<file path="config.mk">
export PLATFORM = sky130hd
export DESIGN_NAME = cpu_trace_monitor_flat
export DESIGN_NICKNAME = d
export VERILOG_FILES = /design/src/rtl/cpu_trace_monitor_if.sv /design/src/rtl/cpu_trace_monitor.sv /design/src/flat_wrapper.sv
export SDC_FILE = /design/constraint.sdc
export NUM_CORES = 2
export LEC_CHECK = 0
export ABC_AREA = 1
export BUFFER_PORTS_ARGS = -buffer_cell sky130_fd_sc_hd__buf_2
export CELL_PAD_IN_SITES_DETAIL_PLACEMENT = 1
export CELL_PAD_IN_SITES_GLOBAL_PLACEMENT = 1
export CORE_ASPECT_RATIO = 1.75
export CORE_MARGIN = 5
export CORE_UTILIZATION = 45
export DETAILED_ROUTE_END_ITERATION = 8
export PLACE_DENSITY_LB_ADDON = 0.1
export RECOVER_POWER = 50
export SLEW_MARGIN = 15
export SYNTH_ARGS = -nofsm -noshare
export SYNTH_HDL_FRONTEND = slang
export SYNTH_SLANG_ARGS = --single-unit
</file>
<file path="constraint.sdc">
create_clock -name clk -period 18.4 [get_ports clk]
set_input_delay 0.92 -clock clk [delete_from_list [all_inputs] [get_ports clk]]
set_output_delay 0.92 -clock clk [all_outputs]
set_load 0.02 [all_outputs]
</file>
<file path="src/rtl/cpu_trace_monitor_if.sv">
// rtl/cpu_trace_monitor_if.sv - retire input channel and trace output channel of the trace monitor
interface cpu_trace_monitor_if #(
   parameter int XLEN = 64
);
   logic            retire_valid;
   logic [63:0]     retire_pc;
   logic [31:0]     retire_instr;
   logic [4:0]      retire_rd;
   logic            retire_reg_write;
   logic [XLEN-1:0] retire_wdata;

   logic            trace_valid;
   logic            trace_ready;
   logic [63:0]     trace_pc;
   logic [31:0]     trace_instr;
   logic [4:0]      trace_rd;
   logic [XLEN-1:0] trace_wdata;

   modport slave (
      input  retire_valid, retire_pc, retire_instr, retire_rd, retire_reg_write, retire_wdata,
      input  trace_ready,
      output trace_valid, trace_pc, trace_instr, trace_rd, trace_wdata
   );

   modport master (
      output retire_valid, retire_pc, retire_instr, retire_rd, retire_reg_write, retire_wdata,
      output trace_ready,
      input  trace_valid, trace_pc, trace_instr, trace_rd, trace_wdata
   );
endinterface

</file>
<file path="src/rtl/cpu_trace_monitor.sv">
// rtl/cpu_trace_monitor.sv - retire trace FIFO with halt detection; optional watchdog via TRACE_WATCHDOG_EN
module cpu_trace_monitor #(
   parameter int XLEN        = 64,
   parameter int DEPTH       = 8,
   parameter int WDOG_CYCLES = 1024
) (
   input  logic                     clk,
   input  logic                     reset,
   cpu_trace_monitor_if.slave       bus,
   output logic [$clog2(DEPTH):0]   fifo_count,
   output logic [31:0]              instr_count,
   output logic [15:0]              drop_count,
   output logic                     halted,
   output logic                     timeout
);
   localparam int AW = $clog2(DEPTH);

   if (DEPTH < 2 || (DEPTH & (DEPTH - 1)) != 0 || WDOG_CYCLES < 1) begin : g_param_check
      $error("cpu_trace_monitor: DEPTH must be a power of two >= 2 and WDOG_CYCLES >= 1");
   end

   typedef enum logic [1:0] {
      ST_RUN  = 2'd0,
      ST_HALT = 2'd1
`ifdef TRACE_WATCHDOG_EN
      , ST_TIMEOUT = 2'd2
`endif
   } state_t;

   state_t          r_state;
   state_t          w_state_nxt;

   logic [63:0]     r_pc_mem    [DEPTH];
   logic [31:0]     r_instr_mem [DEPTH];
   logic [4:0]      r_rd_mem    [DEPTH];
   logic [XLEN-1:0] r_wdata_mem [DEPTH];

   logic [AW-1:0]   r_wptr;
   logic [AW-1:0]   r_rptr;
   logic [AW:0]     r_count;
   logic [31:0]     r_instr_cnt;
   logic [15:0]     r_drop_cnt;

   logic            w_run;
   logic            w_retire_run;
   logic            w_halt_nop;
   logic            w_push_try;
   logic            w_full;
   logic            w_pop;
   logic            w_push;
   logic            w_drop;
   logic            w_wdog_expire;
   logic [XLEN-1:0] w_wdata;

   assign w_run        = (r_state == ST_RUN);
   assign w_retire_run = bus.retire_valid && w_run;
   assign w_halt_nop   = w_retire_run && (bus.retire_instr == 32'h0);
   assign w_push_try   = w_retire_run && (bus.retire_instr != 32'h0);
   assign w_full       = (r_count == (AW+1)'(DEPTH));
   assign w_pop        = (r_count != '0) && bus.trace_ready;
   // A full FIFO still accepts a push when the head leaves in the same cycle.
   assign w_push       = w_push_try && (!w_full || w_pop);
   assign w_drop       = w_push_try && w_full && !w_pop;
   assign w_wdata      = (bus.retire_reg_write && bus.retire_rd != 5'd0) ? bus.retire_wdata : '0;

`ifdef TRACE_WATCHDOG_EN
   localparam int IW = $clog2(WDOG_CYCLES + 1);
   logic [IW-1:0] r_idle;
   logic [IW-1:0] w_idle_nxt;

   assign w_idle_nxt    = r_idle + 1'b1;
   assign w_wdog_expire = w_run && !bus.retire_valid && (w_idle_nxt == IW'(WDOG_CYCLES));
   assign timeout       = (r_state == ST_TIMEOUT);

   always_ff @(posedge clk or negedge reset) begin
      if (!reset) begin
         r_idle <= '0;
      end else if (w_run) begin
         r_idle <= bus.retire_valid ? '0 : w_idle_nxt;
      end
   end
`else
   assign w_wdog_expire = 1'b0;
   assign timeout       = 1'b0;
`endif

   always_comb begin
      w_state_nxt = r_state;
      case (r_state)
         ST_RUN: begin
            if (w_halt_nop) begin
               w_state_nxt = ST_HALT;
`ifdef TRACE_WATCHDOG_EN
            end else if (w_wdog_expire) begin
               w_state_nxt = ST_TIMEOUT;
`endif
            end
         end
         default: w_state_nxt = r_state;
      endcase
   end

   always_ff @(posedge clk or negedge reset) begin
      if (!reset) begin
         r_state <= ST_RUN;
      end else begin
         r_state <= w_state_nxt;
      end
   end

   // Storage is deliberately not reset; pointers and count define validity.
   always_ff @(posedge clk) begin
      if (w_push) begin
         r_pc_mem[r_wptr]    <= bus.retire_pc;
         r_instr_mem[r_wptr] <= bus.retire_instr;
         r_rd_mem[r_wptr]    <= bus.retire_rd;
         r_wdata_mem[r_wptr] <= w_wdata;
      end
   end

   always_ff @(posedge clk or negedge reset) begin
      if (!reset) begin
         r_wptr      <= '0;
         r_rptr      <= '0;
         r_count     <= '0;
         r_instr_cnt <= '0;
         r_drop_cnt  <= '0;
      end else begin
         if (w_push) begin
            r_wptr <= r_wptr + 1'b1;
         end
         if (w_pop) begin
            r_rptr <= r_rptr + 1'b1;
         end
         case ({w_push, w_pop})
            2'b10:   r_count <= r_count + 1'b1;
            2'b01:   r_count <= r_count - 1'b1;
            default: r_count <= r_count;
         endcase
         if (w_push_try) begin
            r_instr_cnt <= r_instr_cnt + 1'b1;
         end
         if (w_drop && r_drop_cnt != 16'hFFFF) begin
            r_drop_cnt <= r_drop_cnt + 1'b1;
         end
      end
   end

   assign bus.trace_valid = (r_count != '0);
   assign bus.trace_pc    = r_pc_mem[r_rptr];
   assign bus.trace_instr = r_instr_mem[r_rptr];
   assign bus.trace_rd    = r_rd_mem[r_rptr];
   assign bus.trace_wdata = r_wdata_mem[r_rptr];

   assign fifo_count  = r_count;
   assign instr_count = r_instr_cnt;
   assign drop_count  = r_drop_cnt;
   assign halted      = (r_state != ST_RUN);
endmodule

</file>
<file path="src/flat_wrapper.sv">
// flat-port wrapper written by rule: the top's interface ports become plain ports
module cpu_trace_monitor_flat 
#(
   parameter int XLEN        = 64,
   parameter int DEPTH       = 8,
   parameter int WDOG_CYCLES = 1024
)
  (clk, reset, fifo_count, instr_count, drop_count, halted, timeout, bus_retire_valid, bus_retire_pc, bus_retire_instr, bus_retire_rd, bus_retire_reg_write, bus_retire_wdata, bus_trace_ready, bus_trace_valid, bus_trace_pc, bus_trace_instr, bus_trace_rd, bus_trace_wdata);
  cpu_trace_monitor_if #(.XLEN(XLEN)) bus_i ();
  input  logic clk;
  input  logic reset;
  output logic [$clog2(DEPTH):0] fifo_count;
  output logic [31:0] instr_count;
  output logic [15:0] drop_count;
  output logic halted;
  output logic timeout;
  input wire logic [$bits(bus_i.retire_valid)-1:0] bus_retire_valid;
  input wire logic [$bits(bus_i.retire_pc)-1:0] bus_retire_pc;
  input wire logic [$bits(bus_i.retire_instr)-1:0] bus_retire_instr;
  input wire logic [$bits(bus_i.retire_rd)-1:0] bus_retire_rd;
  input wire logic [$bits(bus_i.retire_reg_write)-1:0] bus_retire_reg_write;
  input wire logic [$bits(bus_i.retire_wdata)-1:0] bus_retire_wdata;
  input wire logic [$bits(bus_i.trace_ready)-1:0] bus_trace_ready;
  output wire logic [$bits(bus_i.trace_valid)-1:0] bus_trace_valid;
  output wire logic [$bits(bus_i.trace_pc)-1:0] bus_trace_pc;
  output wire logic [$bits(bus_i.trace_instr)-1:0] bus_trace_instr;
  output wire logic [$bits(bus_i.trace_rd)-1:0] bus_trace_rd;
  output wire logic [$bits(bus_i.trace_wdata)-1:0] bus_trace_wdata;
  assign bus_i.retire_valid = bus_retire_valid;
  assign bus_i.retire_pc = bus_retire_pc;
  assign bus_i.retire_instr = bus_retire_instr;
  assign bus_i.retire_rd = bus_retire_rd;
  assign bus_i.retire_reg_write = bus_retire_reg_write;
  assign bus_i.retire_wdata = bus_retire_wdata;
  assign bus_i.trace_ready = bus_trace_ready;
  assign bus_trace_valid = bus_i.trace_valid;
  assign bus_trace_pc = bus_i.trace_pc;
  assign bus_trace_instr = bus_i.trace_instr;
  assign bus_trace_rd = bus_i.trace_rd;
  assign bus_trace_wdata = bus_i.trace_wdata;
  cpu_trace_monitor #(.XLEN(XLEN), .DEPTH(DEPTH), .WDOG_CYCLES(WDOG_CYCLES)) u_core (.clk(clk), .reset(reset), .bus(bus_i), .fifo_count(fifo_count), .instr_count(instr_count), .drop_count(drop_count), .halted(halted), .timeout(timeout));
endmodule
</file>
Word level (Yosys, flattened, before mapping)
Memory sizes are Yosys's and may differ from the RTL's. Index checks and enable logic that the tools add are counted.

Flip-flop bits (word level): 59. Bits in latches: 0. RAM bits: 1320. ROM bits: 0. Bits of input ports: 170. Word-level logic and storage cells: 43. Memories: 4.

Memory list: u_core.r_pc_mem (depth 8, bits a word 64, read ports 1, clocked after memory_dff 0, write ports 1, line cpu_trace_monitor.sv:33) `logic [63:0] r_pc_mem [DEPTH];`; u_core.r_wdata_mem (depth 8, bits a word 64, read ports 1, clocked after memory_dff 0, write ports 1, line cpu_trace_monitor.sv:36) `logic [XLEN-1:0] r_wdata_mem [DEPTH];`; u_core.r_instr_mem (depth 8, bits a word 32, read ports 1, clocked after memory_dff 0, write ports 1, line cpu_trace_monitor.sv:34) `logic [31:0] r_instr_mem [DEPTH];`; u_core.r_rd_mem (depth 8, bits a word 5, read ports 1, clocked after memory_dff 0, write ports 1, line cpu_trace_monitor.sv:35) `logic [4:0] r_rd_mem [DEPTH];`.

Add/subtract/negate cells: 6. $mul: 0. Div/mod/pow operators: 0. Magnitude comparators: 0. Eq/ne operators: 4. Shifts and indexed selects: 0. Multiplexer cells: 4. Bitwise gates (word level): 0. Reductions and logical operators: 19.

Operators with widths (number): two-way mux 64 bit (1); adder 32 x 1 -> 32 bit, second input constant (1); logical NOT 32 bit (1); nonzero test 32 bit (1); adder 16 x 1 -> 16 bit, second input constant (1); != test 16 bit, second input constant (1); logical AND 1 bit (9); case mux 4 bit (2 select lines) (1); adder 3 x 1 -> 3 bit, second input constant (2); nonzero test 5 bit (1); adder 4 x 1 -> 4 bit, second input constant (1); equality test 4 bit, second input constant (1); nonzero test 4 bit (1); subtractor 4 x 1 -> 4 bit, second input constant (1); equality test 2 x 1 -> 1 bit, second input constant (1); equality test 2 bit, second input constant (1); logical NOT 1 bit (2); logical NOT 2 bit (1); two-way mux 1 bit (2); AND reduction 2 bit (1); nonzero test 2 bit (1); logical OR 1 bit (1).

Logic depth before layout (Yosys ltp)
Depth after elaboration: 6. Depth in mapped cells: 18. Mapped depth without buffers: 18.

Worst setup path after synthesis
Ideal clock, no wire load.

Kind: in2reg. Start point: input bus_retire_instr[15]. End point: memory u_core.r_instr_mem[0][0], enable pin. Setup time: 0.691 ns. Arrival: 8.678 ns. Path slack: 9.030 ns. Stages: 10. Path buffers: 0. Cell sequence: nor2_1 and2_1 nand2_1 nor2_1 nand2_2 nand2_8 nor2_4 inv_1 or2_4 nor2_1.

Longest elaborated chain between the ends: 5.

Ends and longest elaborated chain: start, declared (line flat_wrapper.sv:19) `input wire logic [$bits(bus_i.retire_instr)-1:0] bus_retire_instr;`; nonzero test 32 bit (line cpu_trace_monitor.sv:58) `assign w_push_try = w_retire_run && (bus.retire_instr != 32'h0);`; logical AND 1 bit (line cpu_trace_monitor.sv:58); logical AND 1 bit (line cpu_trace_monitor.sv:62) `assign w_push = w_push_try && (!w_full || w_pop);`; two-way mux 1 bit (line cpu_trace_monitor.sv:113) `if (w_push) begin`; two-way mux 1 bit (not written as such) (line cpu_trace_monitor.sv:115) `r_instr_mem[r_wptr] <= bus.retire_instr;`; end, declared (line cpu_trace_monitor.sv:34).

Every way passes these cells.

Worst setup path after layout
Start point: register u_core.r_rptr[0]. End point: output bus_trace_instr[4].

Longest elaborated chain between the ends: 1.

Ends and longest elaborated chain: start, declared (line cpu_trace_monitor.sv:39) `logic [AW-1:0] r_rptr;`; start signal, assigned (line cpu_trace_monitor.sv:133) `r_rptr <= r_rptr + 1'b1;`; memory (8 x 32 bit); end, declared (line flat_wrapper.sv:26) `output wire logic [$bits(bus_i.trace_instr)-1:0] bus_trace_instr;`.

Every way passes these cells.

==> out/results.tsv <==
stage	metric	value	unit
synth	ranking of synthesized cells by area	edfxtp_1 (72%), nor2_1 (8.8%), o21ai_0 (5.5%), dfrtp_1 (2.7%), a31oi_1 (1.9%)	
clock_tree	total CTS buffers	130	
synth	Yosys top cell by area	edfxtp_1	
synth	Synth top area share	0.725	
synth	number of synthesized register bits	1379	
synth	Ys Warns	0	
pwr	Cell Pwr Density	170	nW/um^2
route	DR pass1 iterations	4	
synth	largest family of logic cells by synthesized area	simple AND/OR/NAND/NOR gates	
critical_path	Critical Path RT	17.48	ns
synth	Post-Syn Nets	4511	
die	Initial Utilization	0.452	
clock_tree	Clock Path Buffers	3	
timing	Final WS setup	8.31	ns
route	Vias	35300	
grt	Total GRT Usage	0.229	
timing	Slew Limit Headroom	-3.43	
grt	initial antenna violation count	24	
timing	Final period util	0.548	
layout	Non-Filler Instances	6366	
route	post-detailed-route wirelength per cell	23.6	um
timing	f_max	99.1	MHz
synth	Syn Inst Count	4334	
critical_path	CP Launch Type	flop	
grt	global-route wire length before repair	228000	um
synth	xor and xnor area share after synthesis	0.00705	
synth	number of unique standard cell types used by synthesis	40	
route	post-route ant nets	0	
layout	share of layout cells above drive strength 1	0.0991	
pwr	Tot Pwr	10.5	mW
synth	Synth Area in Simple Gates	0.106	
pwr	worst vdd ir	0.136	mV
synth	mux share of post-synthesis cell area	0	
route	drt total wl	150000	um
timing	RSZ-0062 raised after global routing	false	
die	io pins	390	
critical_path	Critical Path Sink Type	output port	
die	Die Height	471	um
grt	largest net degree at the start of global routing	222	
synth	Commonest cells post-synth	edfxtp_1 (1,320), nor2_1 (1,276), o21ai_0 (603)	
die	core area	121000	um^2
clock_tree	CTS tree	built	
min_path	Hold Crit Depth	3	
route	Initial DRC Count	2040	
outcome	failing checks	capacitance limit, slew limit	
clock_tree	clk sinks	1379	
synth	number of flops mapped to enable cells by yosys	1320	
pwr	Leak Pwr	20.9	nW
synth	Synth Area in Compound Gates	0.100	
critical_path	data arrival time of the critical path	9.17	ns
layout	Final Util	0.511	
synth	Post-synth ARST share	0.0428	
min_path	Hold Crit Class	in -> reg	
grt	GR Overflow Total	0	
place	IO Port Bufs	388	
synth	Avg Inst Size Synth	12.6	um^2
synth	synthesized area	54700	um^2
timing	total negative slack	0	ns
clock_tree	hold-fix buffers at CTS	0	
clock_tree	setup bufs post-CTS	0	
layout	Area growth, synth to finish	13.0	%
timing	clock skew	0.0354	ns
die	die area	129000	um^2
synth	Seq/Total Area, Yosys	0.752	
outcome	status	finished, violations left	
synth	adder-cell share of the synthesized area	0.00174	
clock_tree	clock slew at reported path FFs	0.07	ns
critical_path	Reg2Reg Depth	2	
timing	Least-Margin Pin Slew	6.61	ns
timing	Setup violations, final	0	
place	post-DP HPWL	81800	um
route	Vias/cell	5.54	
place	pre-CTS setup slack	12.91	ns
route	Residual DRC	0	
place	Placed Instances	6121	
timing	final hold vios	0	
job	Maximum Capacitance Violations	8	
critical_path	CP max FO	221	
critical_path	crit path kind	reg -> out	
die	FP Rows	169	
clock_tree	post-cts resize count	0	
layout	fin nets	4806	
grt	vias in the first global route	37800	
clock_tree	H-Tree Depth	4	
synth	ys flop type	edfxtp_1	
die	Die Wd	274	um
synth	count leader, synth	edfxtp_1	
timing	Tmin final	10.09	ns
place	gpl congestion	0.797	
clock_tree	root buffer cell	clkbuf_16	
clock_tree	worst skew pair latency	0.75	ns
timing	Final Slew Violations	448	
==> report_power, final <==
group | internal (mW) | switching [mW] | leakage (nW)
combinational | 0.994 | 2.79 | 6.07
sequential | 3.92 | 0.134 | 12.8
clock | 1.53 | 1.14 | 2.03
total | 6.44 | 4.07 | 20.9
==> per-layer routing <==
metal / share of wire / global-route usage
met5: 0.0013 / 0
met4: 0.020 / 0.0581
met3: 0.059 / 0.0571
met2: 0.50 / 0.396
met1: 0.42 / 0.291
==> final cells by class <==
cell class / instances / area (um^2)
fill: 12400 / 59200
clock inverter: 61 / 612
antenna: 11 / 27.5
clock buffer: 173 / 3550
inverter: 142 / 554
timing repair buffer: 430 / 2160
tap: 1624 / 2030
sequential: 1379 / 41100
multi-input combinational: 2546 / 11700
==> through the flow <==
step	cell area [um^2]	hold slack, ns
after detailed placement	57900	0.497
final	61800	0.469
after global routing	61800	0.432
after global placement	57900	0.484
after CTS	62100	0.325
after floorplan	54700	0.497
==> kinds of logic after synthesis <==
| kind of cell | count (synthesis) |
|---|---|
| xor+xnor | 44 |
| other cells | 1 |
| flops | 1379 |
| compound gates | 1011 |
| simple gates | 1483 |
| buf+inv | 409 |
| fa+ha+maj | 7 |
==> worst max-delay path, cell delays in order, from the launching register on <==
cell        delay (ns)
dfrtp_4           0.42
clkinvlp_2        4.79
buf_12            1.68
buf_4             0.49
o21ai_0           0.24
o22ai_1           0.10
nor2_1            0.13
a31oi_1           0.08
buf_2             0.23
==> final timing paths <==
path | endpoint | start | slack, ns
worst max-delay path | bus_trace_instr[4] | u_core.r_rptr[0] | 8.31
worst min-delay path | u_core.r_state[0] | bus_retire_valid | 0.47
worst max register to register | u_core.r_rptr[0] | u_core.r_rptr[0] | 10.64
worst min register to register | u_core.drop_count[15] | u_core.drop_count[15] | 0.51
max in group asynchronous | u_core.r_rptr[0] | reset | 14.41
min in group asynchronous | u_core.instr_count[9] | reset | 1.48
==> cell usage in the layout (no fill, tap or decap), types with 6 or more instances in the layout <==
cell type  synthesis  final
edfxtp_1        1320   1320
nor2_4             5      6
clkinv_2           1     19
nand2_1          127    131
clkbuf_16          0    136
ha_1               6      6
o22ai_1          165    165
nand3_1           24     25
inv_1            136    137
dfrtp_1           59     57
clkinv_1           0     22
xnor2_1            7      7
o21ai_0          603    610
diode_2            0     11
buf_12             0      9
xor2_1            37     37
nand4_1           11     11
nor2_1          1276   1275
o21ai_1           74     68
nor3_1            20     21
a31oi_1          166    166
buf_2             74    233
buf_4             27     30
clkbuf_1         138    194
bufinv_16          0     12
==> state kept, by name, summed over array words and instances (netlist names) <==
signal / count
u_core.instr_count: 32
u_core.r_pc_mem: 512
u_core.r_wdata_mem: 512
u_core.r_wptr: 3
u_core.r_instr_mem: 256
u_core.r_state: 1
u_core.r_rd_mem: 40
u_core.drop_count: 16
u_core.r_rptr: 3
u_core.fifo_count: 4
No activity file was read; power rests on OpenSTA's default activity.
